### config.mk
export PLATFORM = sky130hd
export DESIGN_NAME = pipe_chain
export DESIGN_NICKNAME = d
export VERILOG_FILES = /design/src/rtl/seq_pkg.sv /design/src/rtl/pipe_stage.sv /design/src/rtl/pipe_chain.sv
export SDC_FILE = /design/constraint.sdc
export NUM_CORES = 1
export LEC_CHECK = 0
export CAP_MARGIN = 20
export CELL_PAD_IN_SITES_DETAIL_PLACEMENT = 1
export CELL_PAD_IN_SITES_GLOBAL_PLACEMENT = 1
export CORE_MARGIN = 2
export CORE_UTILIZATION = 39
export CTS_BUF_LIST = sky130_fd_sc_hd__clkbuf_16
export CTS_CLUSTER_SIZE = 14
export DETAILED_ROUTE_END_ITERATION = 6
export PLACE_DENSITY = 0.73
export SLEW_MARGIN = 20
export SYNTH_ARGS = -nofsm -noshare
export SYNTH_HDL_FRONTEND = slang
export SYNTH_HIERARCHICAL = 1
export SYNTH_SLANG_ARGS = --single-unit
### constraint.sdc
create_clock -name clk -period 3.64 [get_ports clk]
set_input_delay 0.728 -clock clk [delete_from_list [all_inputs] [get_ports clk]]
set_output_delay 0.728 -clock clk [all_outputs]
set_load 0.03 [all_outputs]
### src/rtl/seq_pkg.sv
// Shared constants and helpers for the sequential pipeline blocks.
package seq_pkg;

    localparam int MAX_DEPTH = 16;

    // Bits needed to hold the values 0..n inclusive.
    function automatic int clog2_p1(input int n);
        int r;
        r = 0;
        for (int i = 0; i < 32; i++) begin
            if ((1 << i) < n + 1) begin
                r = i + 1;
            end
        end
        return r;
    endfunction

endpackage

### src/rtl/pipe_stage.sv
// One pipeline stage: a valid/data register pair plus its local ready term.
module pipe_stage
    import seq_pkg::*;
#(
    parameter int WIDTH = 8
) (
    input  logic             clk,
    input  logic             rst,
    input  logic             flush,
    input  logic             up_valid,
    input  logic [WIDTH-1:0] up_data,
    input  logic             dn_ready,
    output logic             valid,
    output logic [WIDTH-1:0] data,
    output logic             ready
);

    // An empty stage always accepts, which is what collapses bubbles.
    assign ready = ~valid | dn_ready;

    always_ff @(posedge clk or posedge rst) begin
        if (rst) begin
            valid <= 1'b0;
            data  <= '0;
        end else if (flush) begin
            valid <= 1'b0;
        end else if (ready) begin
            valid <= up_valid;
            if (up_valid) begin
                data <= up_data;
            end
        end
    end

endmodule

### src/rtl/pipe_chain.sv
// DEPTH-stage valid/ready register pipeline with flush and occupancy count.
// Handshakes: a word moves on an edge where valid & ready are both 1; ready may
// depend combinationally on downstream ready, valid never depends on ready.
module pipe_chain
    import seq_pkg::*;
#(
    parameter  int WIDTH = 8,
    parameter  int DEPTH = 4,
    localparam int CW    = clog2_p1(DEPTH)
) (
    input  logic             clk,
    input  logic             rst,
    input  logic             flush,
    input  logic             in_valid,
    output logic             in_ready,
    input  logic [WIDTH-1:0] in_data,
    output logic             out_valid,
    input  logic             out_ready,
    output logic [WIDTH-1:0] out_data,
    output logic [CW-1:0]    count
);

    if (DEPTH < 1 || DEPTH > MAX_DEPTH) begin : g_bad_depth
        $error("pipe_chain: DEPTH out of range");
    end

    logic in_hs;
    logic out_hs;

    // Per-stage signals live in each generate scope so the ready chain is a
    // set of distinct nets rather than bits of one vector.
    for (genvar i = 0; i < DEPTH; i++) begin : g_stage
        logic             vld;
        logic [WIDTH-1:0] dat;
        logic             rdy;
        logic             up_v;
        logic [WIDTH-1:0] up_d;
        logic             dn_r;

        if (i == 0) begin : g_first
            assign up_v = in_valid;
            assign up_d = in_data;
        end else begin : g_mid
            assign up_v = g_stage[i-1].vld;
            assign up_d = g_stage[i-1].dat;
        end

        if (i == DEPTH - 1) begin : g_last
            assign dn_r = out_ready;
        end else begin : g_inner
            assign dn_r = g_stage[i+1].rdy;
        end

        pipe_stage #(
            .WIDTH(WIDTH)
        ) u_stage (
            .clk     (clk),
            .rst     (rst),
            .flush   (flush),
            .up_valid(up_v),
            .up_data (up_d),
            .dn_ready(dn_r),
            .valid   (vld),
            .data    (dat),
            .ready   (rdy)
        );
    end

    assign in_ready  = g_stage[0].rdy & ~flush & ~rst;
    // The last stage is masked during flush so nothing can pop as it clears.
    assign out_valid = g_stage[DEPTH-1].vld & ~flush;
    assign out_data  = g_stage[DEPTH-1].dat;

    assign in_hs  = in_valid & in_ready;
    assign out_hs = out_valid & out_ready;

    always_ff @(posedge clk or posedge rst) begin
        if (rst) begin
            count <= '0;
        end else if (flush) begin
            count <= '0;
        end else begin
            count <= count + CW'(in_hs) - CW'(out_hs);
        end
    end

endmodule
## Word-level counts from Yosys, hierarchy flattened

Index checks and enable logic that the tools add are counted.
Widths: inputs -> output; s select.

- Logic and storage cells: 43
- Output and inout bits: 42
- Register bits after elaboration: 68
- Bits of input ports: 13

- Reduce and logical (&&, ||, !) cells: 8
- Muxes and demuxes: 9
- Add/subtract/negate cells: 2
- Bitwise operators: 15

Operators by type and width:

| kind | count |
|---|---|
| $add 32x1->32 | 1 |
| $mux 32 | 1 |
| $sub 32x1->32 | 1 |
| $reduce_and 3->1 | 4 |
| $mux 1 | 8 |
| $reduce_bool 2->1 | 4 |
| $not 1->1 | 6 |
| $and 1x1->1 | 5 |
| $or 1x1->1 | 4 |

## Longest topological paths before layout

- Word-level depth: 11
- Gate-level depth with buffers: 21
- Mapped depth without buffers: 21

## Cells and area by module

The synthesis kept the hierarchy.

By module, submodules not included:

| module | instances | area each (sq um) | cells an instance | seq. area each (sq um) |
|---|---|---|---|---|
| pipe_chain | 1 | 2909.0 | 360 | 800.8 |
| pipe_stage | 4 | 362.8 | 23 | 225.2 |

## Worst setup path after synthesis

OpenSTA, ideal clock, no wires.

- Kind: input to register
- From: input out_ready
- To: register count[24]
- Data required time: 3515 ps
- Stages: 21
- Path buffers: 0
- Slack: -989 ps
- Arrival: 4504 ps
- Setup time: 125 ps
- Path through: nor2b_4 -> inv_1 -> nor2b_4 -> inv_1 -> nor2b_4 -> inv_1 -> nor2b_4 -> inv_1 -> nor3b_1 -> nand2_1 -> ha_1 -> inv_1 -> ha_1 -> fa_1 -> a21oi_1 -> nand4b_1 -> a21boi_2 -> a2111oi_4 -> o21bai_2 -> a21boi_0 -> mux2_2

- Word-level cells in the longest chain between the ends: 10
- Elaborated cells on any way between the ends: 11
- Classes of those cells: 2 x add/sub; 1 x mux; 8 x bitwise

RTL lines:

| what | line | text |
|---|---|---|
| start: declaration | pipe_chain.sv:18 | `input logic out_ready,` |
| $or 1x1->1 | pipe_stage.sv:19 | `assign ready = ~valid \| dn_ready;` |
| via g_stage[2].dn_r | pipe_chain.sv:38 | `logic dn_r;` |
| $or 1x1->1 | pipe_stage.sv:19 |  |
| via g_stage[1].dn_r | pipe_chain.sv:38 |  |
| $or 1x1->1 | pipe_stage.sv:19 |  |
| via g_stage[0].dn_r | pipe_chain.sv:38 |  |
| $or 1x1->1 | pipe_stage.sv:19 |  |
| via g_stage[0].rdy | pipe_chain.sv:35 | `logic rdy;` |
| $and 1x1->1 (2 in a row) | pipe_chain.sv:69 | `assign in_ready = g_stage[0].rdy & ~flush & ~rst;` |
| via in_ready | pipe_chain.sv:15 | `output logic in_ready,` |
| $and 1x1->1 | pipe_chain.sv:74 | `assign in_hs = in_valid & in_ready;` |
| $add 32x1->32 | pipe_chain.sv:83 | `count <= count + CW'(in_hs) - CW'(out_hs);` |
| $sub 32x1->32 | pipe_chain.sv:83 |  |
| $mux 32 | pipe_chain.sv:80 | `end else if (flush) begin` |
| end signal: assignment | pipe_chain.sv:83 |  |
| end: declaration | pipe_chain.sv:20 | `output logic [CW-1:0] count` |

The timed path passes the listed nets, and every way through them passes these cells.
A chain may end at the register's enable or synchronous reset.

## Final worst setup path

- From: input out_ready
- To: register count[28]

- Word-level cells in the longest chain between the ends: 10
- Elaborated cells on any way between the ends: 11
- Classes of those cells: 2 x add/sub; 1 x mux; 8 x bitwise

RTL lines:

| what | line |
|---|---|
| $or 1x1->1 | pipe_stage.sv:19 |
| via g_stage[2].dn_r | pipe_chain.sv:38 |
| $or 1x1->1 | pipe_stage.sv:19 |
| via g_stage[1].dn_r | pipe_chain.sv:38 |
| $or 1x1->1 | pipe_stage.sv:19 |
| via g_stage[0].dn_r | pipe_chain.sv:38 |
| $or 1x1->1 | pipe_stage.sv:19 |
| via g_stage[0].rdy | pipe_chain.sv:35 |
| $and 1x1->1 (2 in a row) | pipe_chain.sv:69 |
| $and 1x1->1 | pipe_chain.sv:74 |
| $add 32x1->32 | pipe_chain.sv:83 |
| $sub 32x1->32 | pipe_chain.sv:83 |
| $mux 32 | pipe_chain.sv:80 |

The timed path passes the listed nets, and every way through them passes these cells.

==> impl_metrics.toml <==
[pwr]
p_leak_uw = 0.002603
peakVddDrop_mv = 0.4659
p_per_area_nw_per_um2 = 1098

[yosys]
ys_seq_area_frac = 0.3902
synthArstFlopShare = 1.000
synth_xor_area_frac = 0.03816
synth_edf_count = 0
synth-compound-area-share = 0.1641
syn-mean-instance-area_um2 = 9.647
synth_top_family_by_area = "compound AO/OA/AOI/OAI gates"
yosys_warnings = 6
synthDistinctLibCells = 51
dominantRegCellSynth = "dfrtp_1"
synth_seq_cells = 68
yosys.area_share.simple = 0.1578
syn_area_um2 = 4360
netlist_instances = 452
synthAdderAreaFrac = 0.09641
muxShareOfSynthArea = 0.09813
synth_nets = 498

[layout]
final_layout_size_suffix_gt1_frac = 0.2206
layout.nets = 576
fillers = 1252
syn_to_final_growth_pct = 29.70

[timing]
rsz0062_at_grt = "true"
hold_viol = 0
slew-limit-headroom = 0.6708
fin_ws_ns = -0.1247
tightest_slew_ns = 0.4886
holdWs_ns = 0.5005
fin_crit_ns = 3.765
fin_crit_sh = 1.034
slew_viol_final = 0
fin_worst_skew_ns = 0.01205
fmax_mhz = 265.6
finalSetupViolations = 5
setup-tns-final_ns = -0.3720

[clock_network]
cts_buffer_depth = 2
cts_buffers = 9
cts_hold_buffers = 0
clk_latency_ns = 0.35
clkTransAtPathRegs_ns = 0.06
clock-sinks = 68
htreeDepth = 3
cts_tree = "built"
clock-root-buffer = "clkbuf_16"

[worst_setup_path]
crit_buf_inv = 6
path_cells = "buf_8 -> nor2b_4 -> inv_2 -> nor2b_4 -> inv_2 -> nor2b_4 -> inv_2 -> nor2b_4 -> inv_2 -> nor3b_4 -> nand2_2 -> ha_4 -> inv_2 -> ha_4 -> fa_2 -> a21oi_2 -> nand4b_1 -> a21boi_2 -> a2111oi_4 -> o21bai_2 -> a31oi_1 -> mux2_2"
crit_path_frequent_cell = "inv_2"
rr_worst_depth = 21
worstReg2RegEnd = "count[28]"
r2r-start = "g_stage[3].u_stage/valid"
arrival_ns = 3.99
slowest_delay_ns = 0.45
crit_family = "compound AO/OA/AOI/OAI gates"
crit_fanout = 3
crit_required_ns = 3.86
startpoint_type = "primary input"
reg2reg_slack_ns = -0.07
path_class = "primary input to flip-flop"
slowest_stage = "a2111oi_4"
end_kind = "flip-flop"

[routing]
drc = 0
ant_nets = 0
routed_wl_mm = 12.51
firstDrtPassIters = 4
vias_per_cell = 5.411
drtIter0Drc = 91
avgRoutedWirePerCell_um = 18.51
vias = 3658

[hold_path]
min_to = "g_stage[1].u_stage/data[3]"
hold_path_depth = 1
hold_path_class = "flip-flop to flip-flop"
hp-start = "g_stage[0].u_stage/data[3]"

[status]
status = "finished with violations"
violations = "negative setup slack"

[die]
pin_count = 55
core_um2 = 10890
rows = 38
die_area_um2 = 12040
die_h_um = 109.7
die_x_um = 109.7
initial_core_util = 0.4005

[global_route]
grt_max_degree = 39
antenna_found_initial = 1
grt_pass1_vias = 3914
grt_overflow = 0
grt_pass1_wl_mm = 20.07
grtUsageTotal = 0.2227

[placed_design]
place.gp.congestion = 0.8826
port_buffers = 54
dp_slack_ns = -0.9374
dp_hpwl_mm = 8.751

[run]
cap_violations = 0
[cell usage in the layout, fill, tap and decap left out, types with 7 or more instances in the layout]
cell type / instances
mux2_2: 36
dfrtp_1: 68
clkdlybuf4s50_1: 52
inv_1: 43
o21ai_0: 17
a21oi_1: 29
nand2_1: 24
nor2b_1: 12
clkbuf_16: 9
nor2_1: 42
nor3_1: 8
nand4_1: 7
ha_1: 30
buf_4: 28
xnor2_1: 8
xor2_1: 9
a21o_1: 21
[layout make-up]
class / instances / area (µm²) / share of cell area
Multi-Input combinational cell: 321 / 2521 / 0.4458
Sequential cell: 68 / 1702 / 0.3009
Inverter: 48 / 180.2 / 0.03186
Clock inverter: 7 / 98.84 / 0.01748
Timing Repair Buffer: 82 / 750.7 / 0.1327
Antenna cell: 1 / 2.502 / 0.0004425
Tap cell: 140 / 175.2 / 0.03097
Clock buffer: 9 / 225.2 / 0.03982
[worst max-delay path by stage]
stage	endpoint	start	depth (start not counted)	slack [ns]
after global placement	count[28]	out_ready	22	-0.75
final	count[28]	out_ready	22	-0.12
after floorplan	count[28]	out_ready	21	-0.44
after global routing	count[28]	out_ready	22	-0.31
after CTS	count[28]	out_ready	22	-0.06
after detailed placement	count[28]	out_ready	22	-0.94
[metal layers]
layer	track usage	up-vias	part of all wire
li1	-	1720	-
met1	0.2507	1850	0.40
met2	0.4123	61	0.54
met3	0.03675	27	0.030
met4	0.09494	0	0.026
met5	0	-	0
[Yosys cell counts, types with 9 or more instances]
cell      instances  area [µm²]
nor2b_1          12       75.07
a21o_1           21       157.7
xnor2_1          10       87.58
a21oi_1          33       165.2
ha_1             32       400.4
nand2_1          25       93.84
dfrtp_1          68        1702
o21ai_0          18       90.09
clkbuf_1         11       41.29
xor2_1            9       78.83
inv_1            48       180.2
mux2_2           37       416.7
nor2_1           42       157.7
[cell families after synthesis]
group | after synthesis
compound gates | 106
xor+xnor | 19
fa+ha+maj | 33
buf+inv | 63
flops | 68
mux | 38
simple gates | 125
[flip-flops by register name, summed over array words and instances, names as in the netlist]
signal                 cells
count                     32
g_stage.u_stage/valid      4
g_stage.u_stage/data      32
[worst reg2reg max path, cell delays in order (launching register included)]
cell       delay [ns]
dfrtp_1          0.40
nor2b_4          0.14
inv_2            0.06
nor2b_4          0.04
inv_2            0.06
nor2b_4          0.04
inv_2            0.06
nor2b_4          0.04
inv_2            0.04
nor3b_4          0.19
nand2_2          0.09
ha_4             0.27
inv_2            0.04
ha_4             0.16
fa_2             0.40
a21oi_2          0.17
nand4b_1         0.17
a21boi_2         0.10
a2111oi_4        0.45
o21bai_2         0.14
a31oi_1          0.20
mux2_2           0.36
[metrics by stage]
stage / total power (µW) / instance area [µm²] / util / cells
2_1_floorplan: 3866 / 4390 / - / 452
6_report: 6211 / 5655 / 0.5194 / 676
3_5_place_dp: 5003 / 5184 / 0.4761 / 650
5_1_grt: 6686 / 5655 / 0.5194 / 676
4_1_cts: 6073 / 5565 / 0.5111 / 671
3_3_place_gp: 4907 / 5184 / 0.4761 / 650
[where the power goes]
part | internal, µW | switching (µW) | leakage [µW]
sequential | 1010 | 194 | 0.000859
clock | 605 | 379 | 0.000158
combinational | 1760 | 2260 | 0.00159
[timing repair]
action | CTS | global route
gates resized for setup | 9 | 13
setup endpoints to repair | 17 | 10
buffers inserted | 5 | 4
pin swaps | 8 | 20
Note: power is estimated with default switching activity, not from simulation.
